[src/rtl/act_pack_fifo.sv]
// Packs signed Q1.7 activation bytes little-endian into 32-bit words and queues them in a small FIFO.
// A word is emitted when four bytes are collected or when a byte is marked last.
module act_pack_fifo #(
  parameter int DEPTH = 4
) (
  input  logic                         clk_i,
  input  logic                         rst_i,
  input  logic                         in_valid_i,
  input  logic [7:0]                   in_data_i,
  input  logic                         in_last_i,
  output logic                         in_ready_o,
  output logic                         out_valid_o,
  input  logic                         out_ready_i,
  output logic [31:0]                  out_data_o,
  output logic [2:0]                   out_bytes_o,
  output logic [$clog2(DEPTH+1)-1:0]   count_o
);

  localparam int CW = $clog2(DEPTH + 1);
  localparam int PW = $clog2(DEPTH);
  localparam logic [CW-1:0] FULL = CW'(DEPTH);

  logic [1:0]    lane;
  logic [23:0]   pack;
  logic [PW-1:0] wr_ptr;
  logic [PW-1:0] rd_ptr;
  logic [CW-1:0] count;

  logic [31:0] mem_data  [DEPTH];
  logic [2:0]  mem_bytes [DEPTH];

  logic        accept;
  logic        push;
  logic        pop;
  logic [31:0] word;
  logic [2:0]  word_bytes;

  // Ready depends only on registered occupancy, never on the consumer side.
  assign in_ready_o  = (count != FULL) && !rst_i;
  assign out_valid_o = (count != '0);
  assign accept      = in_valid_i && in_ready_o;
  assign push        = accept && (in_last_i || (lane == 2'd3));
  assign pop         = out_valid_o && out_ready_i;
  assign count_o     = count;

  // Lanes above the incoming byte are zero-filled for short (last) words.
  always_comb begin
    word = 32'd0;
    case (lane)
      2'd0:    word = {24'd0, in_data_i};
      2'd1:    word = {16'd0, in_data_i, pack[7:0]};
      2'd2:    word = {8'd0, in_data_i, pack[15:0]};
      default: word = {in_data_i, pack[23:0]};
    endcase
  end

  assign word_bytes = {1'b0, lane} + 3'd1;

  always_ff @(posedge clk_i) begin
    if (rst_i) begin
      lane <= 2'd0;
      pack <= 24'd0;
    end else if (accept) begin
      if (push) begin
        lane <= 2'd0;
        pack <= 24'd0;
      end else begin
        lane <= lane + 2'd1;
        case (lane)
          2'd0:    pack[7:0]   <= in_data_i;
          2'd1:    pack[15:8]  <= in_data_i;
          default: pack[23:16] <= in_data_i;
        endcase
      end
    end
  end

  always_ff @(posedge clk_i) begin
    if (rst_i) begin
      wr_ptr <= '0;
      rd_ptr <= '0;
      count  <= '0;
    end else begin
      if (push) wr_ptr <= wr_ptr + PW'(1);
      if (pop)  rd_ptr <= rd_ptr + PW'(1);
      case ({push, pop})
        2'b10:   count <= count + CW'(1);
        2'b01:   count <= count - CW'(1);
        default: count <= count;
      endcase
    end
  end

  // Storage is unreset; the output mux hides stale contents while empty.
  always_ff @(posedge clk_i) begin
    if (push) begin
      mem_data[wr_ptr]  <= word;
      mem_bytes[wr_ptr] <= word_bytes;
    end
  end

  assign out_data_o  = out_valid_o ? mem_data[rd_ptr]  : 32'd0;
  assign out_bytes_o = out_valid_o ? mem_bytes[rd_ptr] : 3'd0;

endmodule

[config.mk]
export PLATFORM = sky130hd
export DESIGN_NAME = act_pack_fifo
export DESIGN_NICKNAME = d
export VERILOG_FILES = /design/src/rtl/act_pack_fifo.sv
export SDC_FILE = /design/constraint.sdc
export NUM_CORES = 1
export LEC_CHECK = 0
export ABC_AREA = 1
export BUFFER_PORTS_ARGS = -buffer_cell sky130_fd_sc_hd__buf_4
export CAP_MARGIN = 25
export CORE_MARGIN = 2
export CORE_UTILIZATION = 44
export CTS_CLUSTER_SIZE = 28
export DETAILED_ROUTE_END_ITERATION = 10
export PLACE_DENSITY = 0.65
export SYNTH_ARGS = -nofsm -noshare
export SYNTH_HDL_FRONTEND = slang
export SYNTH_SLANG_ARGS = --single-unit
[constraint.sdc]
create_clock -name clk_i -period 4.9 [get_ports clk_i]
set_input_delay 0.98 -clock clk_i [delete_from_list [all_inputs] [get_ports clk_i]]
set_output_delay 0.98 -clock clk_i [all_outputs]
set_load 0.1 [all_outputs]
# ---- Word-level counts from Yosys, hierarchy flattened
# Memories as Yosys holds them, arrays and structs flattened. A register that Yosys moved wholly into a read port is not among the register bits.
# Index checks and enable logic that the tools add are counted.
dict set report totals {
  reg_bits 33
  latch_bits 0
  ram_bits 140
  romBits 0
  input_bits 13
  output_inout_bits 40
  elab_cells 52
  memories 2
}
dict set report classes {
  add_sub_neg 6
  n_mul 0
  div_mod_pow 0
  n_lt_le_gt_ge 0
  eq_ne 7
  n_shift 0
  muxes 15
  bitwise 0
  reduce_logical 15
}
# memory words width rd rd_clocked_by_memory_dff wr line_no
set mem_list {}
lappend mem_list {mem_data 4 32 1 1 1 29} ;# logic [31:0] mem_data [DEPTH];
lappend mem_list {mem_bytes 4 3 1 1 1 30} ;# logic [2:0] mem_bytes [DEPTH];
# cell count
set op_table {}
lappend op_table {{case mux 32 bit (3 select lines)} 1}
lappend op_table {{two-way mux 32 bit} 1}
lappend op_table {{two-way mux 24 bit} 1}
lappend op_table {{two-way mux 8 bit} 3}
lappend op_table {{two-way mux 2 bit} 5}
lappend op_table {{adder 2 x 1 -> 2 bit, second input constant} 3}
lappend op_table {{equality test 2 bit, second input constant} 3}
lappend op_table {{case mux 3 bit (2 select lines)} 1}
lappend op_table {{AND reduction 2 bit} 3}
lappend op_table {{nonzero test 2 bit} 3}
lappend op_table {{equality test 2 x 1 -> 1 bit, second input constant} 2}
lappend op_table {{logical AND 1 bit} 4}
lappend op_table {{adder 2 x 1 -> 3 bit, second input constant} 1}
lappend op_table {{adder 3 x 1 -> 3 bit, second input constant} 1}
lappend op_table {{two-way mux 3 bit} 1}
lappend op_table {{inequality test 3 bit, second input constant} 1}
lappend op_table {{nonzero test 3 bit} 1}
lappend op_table {{subtractor 3 x 1 -> 3 bit, second input constant} 1}
lappend op_table {{zero test 2 bit} 1}
lappend op_table {{two-way mux 1 bit} 2}
lappend op_table {{inequality test 2 x 1 -> 1 bit, second input constant} 1}
lappend op_table {{OR reduction 2 bit} 1}
lappend op_table {{zero test 1 bit} 1}
lappend op_table {{logical OR 1 bit} 1}

# ---- Logic depth before layout (Yosys ltp)
dict set report depth {
  depth_word 6
  ltp_mapped 13
  ltp_nobuf 11
}

# ---- Least setup slack after synthesis
# No wires, ideal clock.
dict set report synth_timing {
  kind {flip-flop to output port}
  from {register count[2] (netlist: count_o[2])}
  to {output out_bytes_o[0]}
  arrival_ns 4.002
  required_ns 3.920
  slack_ns -0.082
  stages_incl_launch_ff 6
  path_buffers 1
  cell_sequence {dfxtp_1 > inv_1 > nand2_1 > clkinv_1 > clkbuf_1 > a21oi_1}
}
dict set report synth_via {
  elab_chain_len 2
}
# item line_no
set synth_rtl {}
lappend synth_rtl {{start: declaration} 27} ;# logic [CW-1:0] count;
lappend synth_rtl {{start signal: assignment} 87} ;# 2'b10: count <= count + CW'(1);
lappend synth_rtl {{start signal: assignment} 88} ;# 2'b01: count <= count - CW'(1);
lappend synth_rtl {{start signal: assignment} 89} ;# default: count <= count;
lappend synth_rtl {{nonzero test 3 bit} 40} ;# assign out_valid_o = (count != '0);
lappend synth_rtl {{named net out_valid_o} 12} ;# output logic out_valid_o,
lappend synth_rtl {{two-way mux 3 bit} 103} ;# assign out_bytes_o = out_valid_o ? mem_bytes[rd_ptr] : 3'd0;
lappend synth_rtl {{end: declaration} 15} ;# output logic [2:0] out_bytes_o,
# The timed path passes the listed nets, and every way through them passes these cells.

# ---- Worst setup path in the final report
dict set report layout_timing {
  from {register count[2] (netlist: count_o[2])}
  to {output out_data_o[17]}
}
dict set report layout_via {
  elab_chain_len 2
}
# item line_no
set layout_rtl {}
lappend layout_rtl {{nonzero test 3 bit} 40}
lappend layout_rtl {{two-way mux 32 bit} 102} ;# assign out_data_o = out_valid_o ? mem_data[rd_ptr] : 32'd0;
lappend layout_rtl {{end: declaration} 14} ;# output logic [31:0] out_data_o,
# No other way between the ends.

==> impl_metrics.yaml <==
clock_network:
  clkLatencyLatePin_ps: 420
  hold_buffers: 0
  cts_buffers: 17
  path_clk_slew_ps: 60
  cts_resized: 0
  cts_tree: "built"
  post_cts_buffers: 0
  root_buffer: "clkbuf_16"
  cts_buffer_depth: 2
  cts.sinks: 175
  htree_levels: 4
power:
  vdd_drop_max_v: 0.0002638
  power_density_nw_per_um2: 481.4
  total_leakage_power_nw: 3.237
run:
  cap_viol_max_count: 0
outcome:
  outcome: "finished, final reports clean"
die:
  die_w_um: 134.1
  fp-row-count: 47
  dieArea_um2: 17980
  core_um2: 16580
  die_h_um: 134.1
  num_io_pins: 53
  start_util_pct: 44.89
global_route:
  grt_use_total_pct: 18.15
  antenna_found_initial: 0
  grt_pass1_vias: 4777
  met2_usage_pct: 29.37
  grt_max_degree: 71
  grt_use_met3_pct: 3.515
  grt_util_met1_pct: 24.67
  grt_overflow: 0
  gr-max-usage-layer: "met2"
  grt_pass1_wl_mm: 25.06
sta:
  setup_viol_count_final: 0
  fmax_ghz: 0.2869
  period_share_pct: 71.13
  max_slew_margin_pct: 30.95
  setup_tns_ps: 0
  rsz0062_at_grt: "no"
  final.setup.worst_slack_ps: 1415
  report.final.hold_viol_count: 0
  period_needed_ps: 3485
  tightest_slew_ps: 1032
  finalMaxSlewViolations: 0
  clock-skew-final_ps: 6.637
setup_path:
  cp_max_fo: 20
  crit_type: "reg -> out"
  cp-end-kind: "output port"
  max_stage_delay_ps: 550
  crit_chain: "inv_1 -> nand2_1 -> clkinv_1 -> buf_4 -> a21oi_1 -> buf_4"
  path_buf_inv: 4
  crit_required_ps: 3920
  path_common_cell: "buf_4"
  crit_path_start_kind: "register"
  slowest_stage: "clkinv_1"
  cp_top_family: "buffers and inverters"
  worst-endpoint-arrival_ps: 2510
place:
  placed_cell_area_um2: 7966
  dp_hpwl_mm: 9.995
  place_ws_ps: 1304
  port_buffers: 52
  place_congestion: 0.9125
yosys:
  synth_top_area_share_pct: 56.47
  yosys_most_used_dff: "edfxtp_1"
  yosys.area.top_type: "edfxtp_1"
  yosys.cell_types.count: 26
  synth_edf_count: 140
  syn_inst: 721
  synth_area_leaders: "edfxtp_1, dfxtp_1, nor2_1"
  syn_area_per_cell_um2: 10.33
  synth_fp_nets: 744
  ys_warn_count: 0
  ys_seq_elements: 175
  synth-seq-area-share_pct: 65.88
  async_reset_ff_share_pct: 0
  syn_area_um2: 7445
routing:
  viasPerCell: 5.165
  drt_iter0_drc: 485
  antenna_left: 0
  vias: 5124
  route.detailed.drc: 0
  wirelength_mm: 15.85
  first_pass_iters: 5
  routedWlPerCell_um: 15.98
layout:
  drive_gt1_share_pct: 12.95
  final_common_cell: "nor2_1"
  layout_common_cells: "nor2_1, edfxtp_1, nand2_1"
  diodes: 0
  fillCellCount: 1477
  final_nets: 785
  design_area_um2: 8519
  syn_to_final_growth_pct: 14.44
hold_path:
  hold_path_class: "reg -> reg"
-- registers in the layout, indices dropped and copies added (netlist names), named ones only --
signal and flops:
mem_data 128, pack 24, mem_bytes 12, count_o 3, lane 2, rd_ptr 2
wr_ptr 2
-- Yosys cell counts, types with 6 or more instances --
cell type  instances
dfxtp_1           35
edfxtp_1         140
o21ai_1           18
a21oi_1           76
clkbuf_1          14
inv_1             49
nor2_1           176
buf_6              6
nand2_1           87
ha_1               9
o21ai_0           58
o22ai_1           14
buf_2             15
-- cells by family (layout without fill, tap and decap cells) --
| group | count (synthesis) | after routing | share of synthesized area (%) |
|---|---|---|---|
| compound gates | 167 | 167 | 11.50 |
| simple gates | 276 | 276 | 15.14 |
| flops | 175 | 175 | 65.88 |
| fa+ha+maj | 10 | 10 | 1.782 |
| buf+inv | 93 | 144 | 5.697 |
-- worst reg2reg max path, stage by stage (launching register included) --
cell     delay, ps
dfxtp_1        380
ha_1           680
inv_1          380
nand2_1        200
nand4_4        470
nor2_4         560
buf_4          420
-- metal layers --
| metal | wire [um] | share of wire (%) | up-vias |
|---|---|---|---|
| li1 | - | - | 2512 |
| met1 | 7117 | 45 | 2460 |
| met2 | 7676 | 48 | 134 |
| met3 | 822 | 5.2 | 18 |
| met4 | 234 | 1.5 | 0 |
| met5 | 0 | 0 | - |
-- power by group --
part / internal, mW / switching [mW]
registers: 1.66 / 0.0183
logic: 0.227 / 0.960
clock network: 0.733 / 0.508
-- layout make-up --
type,count,area [um^2],share of cell area [%]
Timing Repair Buffer,60,462.9,5.434
Clock buffer,20,436.7,5.126
Clock inverter,9,96.34,1.131
Sequential cell,175,4906,57.59
Multi-Input combinational cell,453,2136,25.07
Tap cell,220,275.3,3.231
Inverter,55,206.4,2.423
-- path summary, 6_finish.rpt --
| kind | slack (ps) | cells past startpoint | endpoint | from |
|---|---|---|---|---|
| min reg2reg | 480 | 2 | rd_ptr[1] | rd_ptr[1] |
| max reg2reg | 1460 | 6 | mem_data[1][20] | lane[1] |
| max | 1410 | 6 | out_data_o[17] | count_o[2] |
| min | 480 | 2 | rd_ptr[1] | rd_ptr[1] |
-- stage by stage --
| stage | hold slack, ps | std cells | util (%) | power (mW) |
|---|---|---|---|---|
| finish | 480.1 | 992 | 51.37 | 4.101 |
| detailed placement | 475.7 | 962 | 48.04 | 2.889 |
| global placement | 448.0 | 962 | 48.04 | 2.876 |
| global route | 511.6 | 992 | 51.37 | 4.249 |
| CTS | 485.3 | 991 | 51.25 | 4.118 |
| floorplan | 433.4 | 721 | - | 2.644 |
No activity file was read; power rests on OpenSTA's default activity.
